[src/rtl/fpu_pkg.sv]
// Shared types and floating-point format helpers for the fpu and the units that share it.
package fpu_pkg;

    typedef enum logic [3:0] {
        add_op = 4'd0,
        sub_op = 4'd1,
        mul_op = 4'd2,
        div_op = 4'd3
    } Operation_t;

    typedef enum logic [2:0] {
        IDLE,
        ISSUE,
        WAIT,
        DRAIN,
        RESPOND
    } Arb_state_t;

    // All-ones pattern of the given width (<= 64): a quiet NaN in every IEEE format.
    function automatic logic [63:0] nan_pattern(input int unsigned width);
        return {64{1'b1}} >> (64 - width);
    endfunction

    function automatic int unsigned exp_size(input int unsigned width);
        case (width)
            16:      return 5;
            64:      return 11;
            default: return 8;
        endcase
    endfunction

    function automatic int unsigned mant_size(input int unsigned width);
        return width - exp_size(width) - 1;
    endfunction

    function automatic int unsigned bias_coeff(input int unsigned width);
        return (1 << (exp_size(width) - 1)) - 1;
    endfunction

endpackage

[src/rtl/fpu_arbiter_rr_picker.sv]
// Combinational round-robin picker: first set request at or after the pointer, wrapping.
module rr_picker #(
    parameter int unsigned N = 4
) (
    input  logic [N-1:0]         i_req,
    input  logic [$clog2(N)-1:0] i_ptr,
    output logic [N-1:0]         o_grant,
    output logic [$clog2(N)-1:0] o_idx,
    output logic                 o_valid
);

    logic [$clog2(N)-1:0] w_pos;

    always_comb begin
        o_grant = '0;
        o_idx   = '0;
        o_valid = 1'b0;
        w_pos   = '0;
        for (int unsigned k = 0; k < N; k++) begin
            w_pos = $clog2(N)'((32'(i_ptr) + k) % N);
            if (!o_valid && i_req[w_pos]) begin
                o_valid        = 1'b1;
                o_grant[w_pos] = 1'b1;
                o_idx          = w_pos;
            end
        end
    end

endmodule

[src/rtl/fpu_arbiter.sv]
// Round-robin sharing of one fpu between CLIENTS requesters, with a result watchdog
// and reserved-opcode rejection that never touches the fpu.
module fpu_arbiter
    import fpu_pkg::*;
#(
    parameter int unsigned bitness = 32,
    parameter int unsigned CLIENTS = 4,
    parameter int unsigned TIMEOUT = 255
) (
    input  logic                   clock,
    input  logic                   reset,
    input  logic [CLIENTS-1:0]     req_rdy,
    output logic [CLIENTS-1:0]     req_ack,
    input  logic [CLIENTS*bitness-1:0] req_data_a,
    input  logic [CLIENTS*bitness-1:0] req_data_b,
    input  logic [CLIENTS*4-1:0]   req_operation,
    output logic [CLIENTS-1:0]     resp_rdy,
    input  logic [CLIENTS-1:0]     resp_ack,
    output logic [bitness-1:0]     resp_result,
    output logic                   resp_error,
    output logic                   fpu_input_rdy,
    input  logic                   fpu_input_ack,
    output logic [bitness-1:0]     fpu_data_a,
    output logic [bitness-1:0]     fpu_data_b,
    output logic [3:0]             fpu_operation,
    input  logic                   fpu_output_rdy,
    output logic                   fpu_output_ack,
    input  logic [bitness-1:0]     fpu_result,
    output logic                   busy
);

    localparam int unsigned IW = $clog2(CLIENTS);
    localparam logic [bitness-1:0] NAN = bitness'(nan_pattern(bitness));

    Arb_state_t         r_state;
    logic [IW-1:0]      r_rr_ptr;
    logic [IW-1:0]      r_gnt_idx;
    logic [CLIENTS-1:0] r_gnt_oh;
    logic [CLIENTS-1:0] r_req_ack;
    logic [CLIENTS-1:0] r_resp_rdy;
    logic [bitness-1:0] r_a;
    logic [bitness-1:0] r_b;
    logic [3:0]         r_op;
    logic [bitness-1:0] r_result;
    logic               r_err;
    logic               r_fpu_in_rdy;
    logic               r_fpu_out_ack;
    logic               r_busy;
    logic [15:0]        r_cnt;

    logic [CLIENTS-1:0] w_grant;
    logic [IW-1:0]      w_idx;
    logic               w_valid;
    logic [bitness-1:0] w_a;
    logic [bitness-1:0] w_b;
    logic [3:0]         w_op;
    logic [15:0]        w_cnt_next;

    rr_picker #(.N(CLIENTS)) u_picker (
        .i_req   (req_rdy),
        .i_ptr   (r_rr_ptr),
        .o_grant (w_grant),
        .o_idx   (w_idx),
        .o_valid (w_valid)
    );

    always_comb begin
        w_a  = '0;
        w_b  = '0;
        w_op = '0;
        for (int unsigned i = 0; i < CLIENTS; i++) begin
            if (w_idx == IW'(i)) begin
                w_a  = req_data_a[i*bitness +: bitness];
                w_b  = req_data_b[i*bitness +: bitness];
                w_op = req_operation[i*4 +: 4];
            end
        end
    end

    assign w_cnt_next = r_cnt + 16'd1;

    always_ff @(posedge clock or negedge reset) begin
        if (!reset) begin
            r_state       <= IDLE;
            r_rr_ptr      <= '0;
            r_gnt_idx     <= '0;
            r_gnt_oh      <= '0;
            r_req_ack     <= '0;
            r_resp_rdy    <= '0;
            r_a           <= '0;
            r_b           <= '0;
            r_op          <= '0;
            r_result      <= '0;
            r_err         <= 1'b0;
            r_fpu_in_rdy  <= 1'b0;
            r_fpu_out_ack <= 1'b0;
            r_busy        <= 1'b0;
            r_cnt         <= '0;
        end else begin
            r_req_ack <= '0;
            case (r_state)
                IDLE: begin
                    if (w_valid) begin
                        r_a       <= w_a;
                        r_b       <= w_b;
                        r_op      <= w_op;
                        r_gnt_idx <= w_idx;
                        r_gnt_oh  <= w_grant;
                        r_req_ack <= w_grant;
                        r_busy    <= 1'b1;
                        // Reserved opcodes are answered locally; the fpu never sees them.
                        if (w_op > div_op) begin
                            r_result   <= NAN;
                            r_err      <= 1'b1;
                            r_resp_rdy <= w_grant;
                            r_state    <= RESPOND;
                        end else begin
                            r_fpu_in_rdy <= 1'b1;
                            r_state      <= ISSUE;
                        end
                    end
                end
                ISSUE: begin
                    if (fpu_input_ack) begin
                        r_fpu_in_rdy <= 1'b0;
                        r_cnt        <= '0;
                        r_state      <= WAIT;
                    end
                end
                WAIT: begin
                    r_cnt <= w_cnt_next;
                    if (fpu_output_rdy) begin
                        r_result      <= fpu_result;
                        r_fpu_out_ack <= 1'b1;
                        r_state       <= DRAIN;
                    end else if (w_cnt_next == 16'(TIMEOUT)) begin
                        r_result   <= NAN;
                        r_err      <= 1'b1;
                        r_resp_rdy <= r_gnt_oh;
                        r_state    <= RESPOND;
                    end
                end
                DRAIN: begin
                    if (!fpu_output_rdy) begin
                        r_fpu_out_ack <= 1'b0;
                        r_err         <= 1'b0;
                        r_resp_rdy    <= r_gnt_oh;
                        r_state       <= RESPOND;
                    end
                end
                RESPOND: begin
                    if (resp_ack[r_gnt_idx]) begin
                        r_resp_rdy <= '0;
                        r_busy     <= 1'b0;
                        r_rr_ptr   <= (r_gnt_idx == IW'(CLIENTS - 1)) ? '0 : r_gnt_idx + IW'(1);
                        r_state    <= IDLE;
                    end
                end
                default: r_state <= IDLE;
            endcase
        end
    end

    assign req_ack        = r_req_ack;
    assign resp_rdy       = r_resp_rdy;
    assign resp_result    = r_result;
    assign resp_error     = r_err;
    assign fpu_input_rdy  = r_fpu_in_rdy;
    assign fpu_data_a     = r_a;
    assign fpu_data_b     = r_b;
    assign fpu_operation  = r_op;
    assign fpu_output_ack = r_fpu_out_ack;
    assign busy           = r_busy;

endmodule

[config.mk]
export PLATFORM = sky130hd
export DESIGN_NAME = fpu_arbiter
export DESIGN_NICKNAME = d
export VERILOG_FILES = /design/src/rtl/fpu_pkg.sv /design/src/rtl/fpu_arbiter_rr_picker.sv /design/src/rtl/fpu_arbiter.sv
export SDC_FILE = /design/constraint.sdc
export NUM_CORES = 1
export LEC_CHECK = 0
export ABC_AREA = 1
export CORE_AREA = 2 2 168 170
export DETAILED_ROUTE_END_ITERATION = 10
export DIE_AREA = 0 0 170 172
export GPL_TIMING_DRIVEN = 0
export SYNTH_ARGS = -nofsm -noshare
export SYNTH_HDL_FRONTEND = slang
export SYNTH_SLANG_ARGS = --single-unit
[constraint.sdc]
create_clock -name clock -period 5.7 [get_ports clock]
set_input_delay 0.855 -clock clock [delete_from_list [all_inputs] [get_ports clock]]
set_output_delay 0.855 -clock clock [all_outputs]
set_load 0.05 [all_outputs]
==> results_dict.tcl, run 1 <==
set metrics [dict create \
    routabilityCongestion 0.868 \
    syn_inst 1111 \
    grt.met1_usage 0.295 \
    hp-class "primary input to async pin" \
    start_util 0.297 \
    syn_area_sq_um 8150 \
    yosys.area.top_type "dfrtp_1" \
    areaGrowthSynthToFinish_pct 65.2 \
    syn_area_per_cell_sq_um 7.34 \
    cts_setup_buffers 0 \
    grt_overflow 0 \
    nNetsFinal 1882 \
    hpwl_mm 29.5 \
    clk_pin_slew_ns 0.07 \
    place_inst 1885 \
    cts_resized 0 \
    grt_pass1_wl_mm 54.4 \
    die_h_um 172 \
    critPathRequiredTime_ns 6.03 \
    min_period_over_period 0.593 \
    cp_max_fo 10 \
    cts_num_sinks 139 \
    fin_setup_tns_ns 0 \
    slew_viol_final 0 \
    core.rowCount 61 \
    drive_above_1_share 0.0847 \
    net-switching-power_w 0.00587 \
    critPathKind "primary input to flop" \
    pwr-share-comb 0.724 \
    synth-edff-count 0 \
    stdcell_count 1924 \
    crit_arrival_ns 3.71 \
    grt_use_met3 0.0636 \
    synthArstFlopShare 1.00 \
    fin_crit_ns 3.38 \
    grtUsageTotal 0.250 \
    clockBufferDepth 2 \
    clk_latency_ns 0.44 \
    hold_viol_final 0 \
    root_buffer "clkbuf_16" \
    status "complete, no violations" \
    max_slew_margin 0.480 \
    viasPerCell 4.94 \
    ys_warn_count 0 \
    drc_errors 0 \
    fillers 2764 \
    power.leakage_nw 5.97 \
    drt_iter0_drc 504 \
    fmax_mhz 296 \
    fin_worst_skew_ns 0.0239 \
    cts_htree_levels 4 \
    synth_ff_type "dfrtp_1" \
    peakVddDrop_uv 333 \
    yosys.area.top_type_share 0.427 \
    grt_max_degree 84 \
    ys_ff_latch 139 \
    grt_pass1_vias 9453 \
    cts_buffers 17 \
    p_clk_frac 0.106 \
    cp-start-kind "primary input" \
    rsz0062_at_grt "no" \
    worst_setup_path_end_kind "flop" \
    setup_viol 0 \
    synthesis.nets 1435 \
    antenna_left 0 \
    synth_seq_area_share 0.427 \
    p_seq_frac 0.170 \
    hold_buffers 0 \
    die_w_um 170 \
    core_area_sq_um 27500 \
    routedWlPerCell_um 19.6 \
    io_pins 428 \
    grt-busiest-layer "met2" \
    dr.pass1.iters 4 \
    p_int_w 0.00448 \
    p_sw_frac 0.567 \
    synth_cell_types 38 \
    tightest_slew_ns 0.780 \
    io_buffers 427 \
    drt_wl_total_mm 37.7 \
    use_met2 0.433 \
    cap_violations 0 \
    power_w 0.0104 \
    dr_total_vias 9505 \
    antenna_found_initial 6 \
    synthTopCellsByArea "dfrtp_1 43%, nand2_1 16%, nand3_1 11%, o21ai_0 3.9%, a21oi_1 3.4%" \
    die-area_sq_um 29200 \
    cts_tree "yes" \
    power_per_cell_area_nw_per_um2 768 \
]
[cell usage after synthesis (4+ instances only)]
| cell type | count |
|---|---|
| nand2_1 | 355 |
| xor2_1 | 8 |
| o22ai_1 | 13 |
| buf_6 | 5 |
| nor2_1 | 32 |
| nor2_2 | 4 |
| nand2_2 | 6 |
| inv_1 | 57 |
| nor3_1 | 5 |
| buf_2 | 31 |
| inv_2 | 5 |
| o21ai_0 | 64 |
| ha_1 | 8 |
| a221oi_1 | 19 |
| a21oi_1 | 55 |
| a22oi_1 | 4 |
| dfrtp_1 | 139 |
| o21ai_1 | 25 |
| clkbuf_1 | 30 |
| nand4_1 | 12 |
| nand3_1 | 177 |
| or2_2 | 32 |
| nand3_2 | 5 |
[per-stage QoR]
stage | cell area, sq um | utilization | hold slack (ns) | worst slack [ns]
2_1_floorplan | 8150 | - | 0.499 | 3.19
3_3_place_gp | 12900 | 0.468 | 0.455 | -2.33
3_5_place_dp | 12900 | 0.469 | 0.460 | 1.82
4_1_cts | 13500 | 0.490 | 0.409 | 2.26
5_1_grt | 13500 | 0.490 | 0.436 | 2.04
6_report | 13500 | 0.490 | 0.402 | 2.32
[worst max-delay path, cell delays in order]
cell             delay, ns
clkdlybuf4s50_1       0.47
inv_1                 0.08
nand2_1               0.07
nand3_1               0.18
nand2_4               0.14
o21bai_1              0.18
nand2_1               0.10
nand3_4               0.16
nor2_4                0.33
clkbuf_1              0.64
nand2_1               0.11
nand3_1               0.12
a21oi_1               0.07
o21ai_0               0.19
[area by class of cell]
cell class / count / area, sq um / share of cell area
diodes: 7 / 17.5 / 0.00130
clock buffers: 21 / 480 / 0.0357
well taps: 346 / 433 / 0.0321
repair buffers: 428 / 4300 / 0.319
flip-flops and latches: 139 / 3480 / 0.258
clock inverters: 11 / 85.1 / 0.00632
multi-input cells: 842 / 4100 / 0.305
inverters: 63 / 239 / 0.0177
plain buffers: 67 / 332 / 0.0246
[power groups by stage]
stage / Clock, W / Combinational (W) / Sequential [W]
2_1_floorplan: 0 / 0.00365 / 0.00299
3_3_place_gp: 0 / 0.00749 / 0.00176
3_5_place_dp: 0 / 0.00755 / 0.00176
4_1_cts: 0.00111 / 0.00756 / 0.00176
5_1_grt: 0.00116 / 0.00821 / 0.00181
6_report: 0.00110 / 0.00749 / 0.00176
[registers in the layout, summed over array words and instances (netlist names)]
signal	count
fpu_input_rdy	1
r_gnt_idx	2
r_cnt	16
resp_result	32
resp_rdy	4
r_gnt_oh	4
resp_error	1
fpu_operation	4
r_rr_ptr	2
fpu_data_b	32
req_ack	4
busy	1
fpu_output_ack	1
r_state	3
fpu_data_a	32
[cells by family (layout without fill, tap and decap cells)]
family                     Yosys count  after routing  share of synthesized area
AOI/OAI and AO/OA                  189            189                      0.131
xor gates and xnor gates             8              8                    0.00859
adders and majority gates            8              8                     0.0123
buffers and inverters              130            590                     0.0700
DFF                                139            139                      0.427
other                                0              7                          0
and+or+nand+nor                    637            637                      0.351
[routing by layer]
layer | vias to the layer above | wire length, um
li1 | 4615 | -
met2 | 363 | 18800
met5 | - | 0
met3 | 60 | 2660
met1 | 4467 | 15100
met4 | 0 | 1170
[worst paths after layout]
kind	startpoint	to	slack [ns]	cells after the start
worst max-delay path	req_rdy[1]	fpu_data_b[4]	2.32	14
worst min-delay path	reset	fpu_data_b[10]	0.40	1
worst max register to register	r_rr_ptr[0]	fpu_data_b[4]	2.37	16
worst min register to register	resp_result[31]	resp_result[31]	0.47	2
max in group asynchronous	reset	fpu_data_b[4]	4.46	2
min in group clock	resp_result[31]	resp_result[31]	0.47	2
[cells in the final DEF (no fill, tap or decap), types with 12 or more instances in the layout]
master	synthesis	routed
clkdlybuf4s50_1	0	426
nand2_1	355	355
nand3_1	177	177
dfrtp_1	139	139
o21ai_0	64	64
inv_1	57	57
a21oi_1	55	55
nor2_1	32	32
or2_2	32	32
buf_2	31	31
clkbuf_1	30	30
o21ai_1	25	25
a221oi_1	19	19
clkbuf_16	0	17
o22ai_1	13	13
nand4_1	12	12
Note: power is estimated with default switching activity, not from simulation.
==> inputs of run 2 (changes only) <==
--- a/config.mk
+++ b/config.mk
@@ -10,6 +10,7 @@
 export DETAILED_ROUTE_END_ITERATION = 10
 export DIE_AREA = 0 0 170 172
 export GPL_TIMING_DRIVEN = 0
+export PLACE_DENSITY = 0.66
 export SYNTH_ARGS = -nofsm -noshare
 export SYNTH_HDL_FRONTEND = slang
 export SYNTH_SLANG_ARGS = --single-unit
==> constraint.sdc (replaced) <==
create_clock -name clock -period 3.1 [get_ports clock]
set_input_delay 0.465 -clock clock [delete_from_list [all_inputs] [get_ports clock]]
set_output_delay 0.465 -clock clock [all_outputs]
set_load 0.05 [all_outputs]
==> run 2 against run 1 <==
Compared with the run above: clock power increased by 88%; via count increased by 0.36%; die area unchanged; sequential share of layout area decreased by 0.37 points; non-clock buffer count increased by 9; cell area increased by 1.5%; setup slack got worse by 2.1 ns; global-route usage decreased by 0.56 points; utilization increased by 0.74 points.
==> results_dict.tcl, run 2 (synthesized netlist as in run 1, its figures left out) <==
set metrics [dict create \
    viasPerCell 4.94 \
    clk_pin_slew_ns 0.07 \
    hp-class "primary input to async pin" \
    worstReg2RegStart "r_rr_ptr[0]" \
    fillers 2738 \
    crit_arrival_ns 3.23 \
    crit_path_end "resp_result[11]" \
    dr_total_vias 9539 \
    cap_violations 0 \
    whs_ns 0.0346 \
    worstRegToRegCells 21 \
    cp-start-kind "flop" \
    cts_htree_levels 4 \
    grt_max_degree 73 \
    startpoint "r_rr_ptr[0]" \
    peakVddDrop_uv 683 \
    fin_crit_ns 2.91 \
    critPathRequiredTime_ns 3.42 \
    hpwl_mm 29.0 \
    power_per_cell_area_nw_per_um2 1430 \
    critPathKind "flop to flop" \
    clk_latency_ns 0.43 \
    status "complete, no violations" \
    setup_viol 0 \
    final_common_cell "clkdlybuf4s50_1" \
    cp_max_fo 12 \
    io_buffers 427 \
    die_w_um 170 \
    cts_num_sinks 139 \
    tightest_slew_ns 0.686 \
    cts_buffers 17 \
    r2r_slack_ns 0.19 \
    grt_pass1_vias 9189 \
    pre_cts_ws_ns -0.439 \
    max_slew_margin 0.542 \
    drt_wl_total_mm 36.9 \
    dr.pass1.iters 5 \
    grt_overflow 0 \
    setup_slack_ns 0.190 \
    core.rowCount 61 \
    routedWlPerCell_um 19.1 \
    hold_buffers 0 \
    die_h_um 172 \
    r2r_end "resp_result[11]" \
    slew_viol_final 0 \
    mostFrequentLayoutCells "426 x clkdlybuf4s50_1, 354 x nand2_1, 177 x nand3_1" \
    fin_util 0.498 \
    io_pins 428 \
    die-area_sq_um 29200 \
    grt_pass1_wl_mm 53.6 \
    fin_worst_skew_ns 0.0172 \
    clockBufferDepth 2 \
    drt_iter0_drc 506 \
    cts_tree "yes" \
    fmax_mhz 344 \
    power.leakage_nw 6.07 \
    min_period_over_period 0.939 \
    drive_above_1_share 0.0999 \
    nNetsFinal 1892 \
    grtUsageTotal 0.244 \
    start_util 0.297 \
    core_area_sq_um 27500 \
    antenna_found_initial 5 \
    power_w 0.0195 \
    routabilityCongestion 0.920 \
    root_buffer "clkbuf_16" \
    hold_viol_final 0 \
    areaGrowthSynthToFinish_pct 67.7 \
    antenna_left 0 \
    drc_errors 0 \
    worst_setup_path_end_kind "flop" \
]
## run 2: power by group
| group | leakage (nW) | internal (W) | switching [W] | total (W) |
|---|---|---|---|---|
| Combinational | 4.08 | 0.00475 | 0.00945 | 0.0142 |
| Sequential | 1.71 | 0.00274 | 0.000503 | 0.00325 |
| Clock | 0.277 | 0.00114 | 0.000935 | 0.00207 |
## run 2: final cells by class
class	instances	area, sq um	area share
Antenna cell	5	12.5	0.000915
Buffer	67	385	0.0282
Clock buffer	17	425	0.0311
Clock inverter	15	153	0.0112
Inverter	63	243	0.0178
Multi-Input combinational cell	843	4160	0.304
Sequential cell	139	3480	0.254
Tap cell	346	433	0.0317
Timing Repair Buffer	437	4380	0.321
## run 2: worst min-delay path by stage
stage	start	to	slack (ns)	depth (start not counted)
2_1_floorplan	reset	busy	0.17	0
6_report	reset	req_ack[0]	0.03	1
3_3_place_gp	resp_result[14]	resp_result[14]	0.45	2
5_1_grt	reset	req_ack[0]	0.07	1
4_1_cts	reset	req_ack[0]	0.06	1
3_5_place_dp	resp_result[31]	resp_result[31]	0.46	2
## run 2: critical path, stage by stage (launching register included)
cell	delay (ns)
dfrtp_1	0.36
buf_6	0.14
inv_4	0.04
buf_6	0.14
ha_4	0.29
inv_1	0.06
nand2_1	0.08
nand2_2	0.12
nor2_8	0.17
nand3_2	0.11
inv_2	0.09
nor2_4	0.04
buf_12	0.14
nand3_1	0.08
nand3_1	0.12
nor2_4	0.18
nand2_2	0.08
nand2_4	0.09
nand2_4	0.09
buf_2	0.20
nand3_1	0.10
nand2_1	0.06
## run 2: per-layer routing
metal	track usage	share of wire	up-vias	routed length, um
met3	0.0595	0.072	45	2640
met4	0.0635	0.018	0	668
li1	-	-	4636	-
met5	0	0	-	0
met1	0.292	0.40	4473	14800
met2	0.438	0.51	385	18800
## run 2: what timing repair did
action	4_1_cts	5_1_grt
gates resized for setup	17	23
setup endpoints to repair	58	111
setup buffers	2	7
pin swaps	1	3
cloned	0	1
hold endpoints to repair	0	0
## run 2: per-stage QoR
step,cells,cell area (sq um),setup TNS [ns]
after floorplan,1111,8150,0
after global placement,1884,12900,-630.03
after detailed placement,1885,12900,-12.30
after CTS,1919,13500,0
after global routing,1931,13700,-0.0612
final,1932,13700,0
==> inputs of run 3 (changes only) <==
--- a/config.mk
+++ b/config.mk
@@ -6,11 +6,12 @@
 export NUM_CORES = 1
 export LEC_CHECK = 0
 export ABC_AREA = 1
-export CORE_AREA = 2 2 168 170
+export CORE_MARGIN = 2
+export CORE_UTILIZATION = 30
 export DETAILED_ROUTE_END_ITERATION = 10
-export DIE_AREA = 0 0 170 172
 export GPL_TIMING_DRIVEN = 0
 export PLACE_DENSITY = 0.66
+export SKIP_LAST_GASP = 1
 export SYNTH_ARGS = -nofsm -noshare
 export SYNTH_HDL_FRONTEND = slang
 export SYNTH_SLANG_ARGS = --single-unit
==> run 3 against run 2 <==
Compared with the run above: via count up 0.93%; first-iteration DRC count up 26%; setup slack worse by 0.0082 ns; critical endpoint is now fpu_data_b[7]; largest power group unchanged.
==> results_dict.tcl, run 3 (synthesized netlist as in run 1, its figures left out) <==
set metrics [dict create \
    grt_max_degree 74 \
    grt_overflow 0 \
    core.rowCount 60 \
    power_per_cell_area_nw_per_um2 1450 \
    areaGrowthSynthToFinish_pct 68.2 \
    p_sw_frac 0.557 \
    tightest_slew_ns 0.721 \
    pre_cts_ws_ns -0.506 \
    nNetsFinal 1890 \
    wl_met1_mm 14.7 \
    viasPerCell 5.01 \
    start_util 0.304 \
    cts_num_sinks 139 \
    cts_tree "yes" \
    core_area_sq_um 26800 \
    die-area_sq_um 28500 \
    clk_pin_slew_ns 0.07 \
    slew_viol_final 0 \
    critPathRequiredTime_ns 3.38 \
    fin_util 0.512 \
    max_slew_margin 0.518 \
    dr_wl_met2_mm 18.5 \
    mostFrequentLayoutCells "426 x clkdlybuf4s50_1, 355 x nand2_1, 176 x nand3_1" \
    critPathKind "flop to flop" \
    fmax_mhz 343 \
    cp_max_fo 12 \
    routed.top_layer "met4" \
    hp-class "primary input to async pin" \
    grt_pass1_wl_mm 55.1 \
    whs_ns 0.0473 \
    cp_slowest_cell "dfrtp_1" \
    drc_errors 0 \
    hold_viol_final 0 \
    status "complete, no violations" \
    setup_viol 0 \
    dr_total_vias 9628 \
    worstPathCellList "buf_6 > inv_4 > buf_6 > ha_4 > inv_1 > nand3_1 > nand2_1 > a21oi_1 > nand2_1 > nand3_4 > buf_4 > buf_4 > nand2_1 > o221ai_2 > a31oi_1" \
    cp.buffers_inverters 6 \
    setup_slack_ns 0.181 \
    final_common_cell "clkdlybuf4s50_1" \
    worst_setup_path_end_kind "flop" \
    min_period_over_period 0.941 \
    p_int_w 0.00882 \
    cts_buffers 17 \
    clockBufferDepth 2 \
    cap_violations 0 \
    root_buffer "clkbuf_16" \
    power_w 0.0199 \
    fin_setup_tns_ns 0 \
    clk_latency_ns 0.43 \
    die_w_um 169 \
    hpwl_mm 29.4 \
    cpMostUsedCell "nand2_1" \
    drive_above_1_share 0.103 \
    antenna_left 0 \
    grt_pass1_vias 9479 \
    fin_worst_skew_ns 0.0144 \
    peakVddDrop_uv 695 \
    die_h_um 169 \
    pwr-share-comb 0.732 \
    crit_arrival_ns 3.20 \
    io_buffers 427 \
    cp-start-kind "flop" \
    routedWlPerCell_um 19.4 \
    p_clk_frac 0.106 \
    power.leakage_nw 6.10 \
    net-switching-power_w 0.0111 \
    dr.pass1.iters 5 \
    fin_crit_ns 2.92 \
    max_stage_delay_ns 0.37 \
    drt_iter0_drc 637 \
    path_delay_family "buffers and inverters" \
    drt_wl_total_mm 37.2 \
    cts_htree_levels 4 \
    routabilityCongestion 0.941 \
    p_seq_frac 0.162 \
    antenna_found_initial 2 \
    io_pins 428 \
    wl_met3_mm 2.86 \
    grtUsageTotal 0.256 \
]
## run 3: through the flow
stage	std cells	area [sq um]
5_1_grt	1922	13700
2_1_floorplan	1111	8150
6_report	1922	13700
3_3_place_gp	1879	12900
4_1_cts	1915	13600
3_5_place_dp	1880	12900
## run 3: final timing paths
| kind | startpoint | to | slack (ns) | cells after the start |
|---|---|---|---|---|
| max | r_rr_ptr[0] | fpu_data_b[7] | 0.18 | 15 |
| min | reset | resp_rdy[1] | 0.05 | 1 |
| max reg2reg | r_rr_ptr[0] | fpu_data_b[7] | 0.18 | 15 |
| min reg2reg | resp_result[17] | resp_result[17] | 0.47 | 2 |
| max in group asynchronous | reset | fpu_data_a[7] | 2.22 | 2 |
| min in group clock | resp_result[17] | resp_result[17] | 0.47 | 2 |
## run 3: repair_timing
action,in CTS,in global routing
gates resized for setup,27,23
hold buffers,0,0
setup endpoints to repair,54,109
pin swaps,1,3
buffers inserted,3,6
## run 3: metal layers
| metal | global-route usage | vias up |
|---|---|---|
| met1 | 0.309 | 4520 |
| met3 | 0.0652 | 64 |
| met2 | 0.443 | 422 |
| li1 | - | 4622 |
| met5 | 0 | - |
| met4 | 0.0873 | 0 |
## run 3: area by class of cell
class | instances | area [sq um]
fill | 2574 | 13100
inverter | 63 | 239
clock buffer | 18 | 429
buffer | 66 | 394
clock inverter | 14 | 164
tap | 341 | 427
antenna | 2 | 5.00
timing repair buffer | 437 | 4380
sequential | 139 | 3480
multi-input combinational | 842 | 4200
## run 3: power by group through the flow
stage	Combinational [W]	Sequential, W	Clock, W
4_1_cts	0.0143	0.00323	0.00215
3_3_place_gp	0.0139	0.00323	0
3_5_place_dp	0.0140	0.00325	0
6_report	0.0146	0.00324	0.00211
2_1_floorplan	0.00672	0.00550	0
5_1_grt	0.0159	0.00334	0.00223
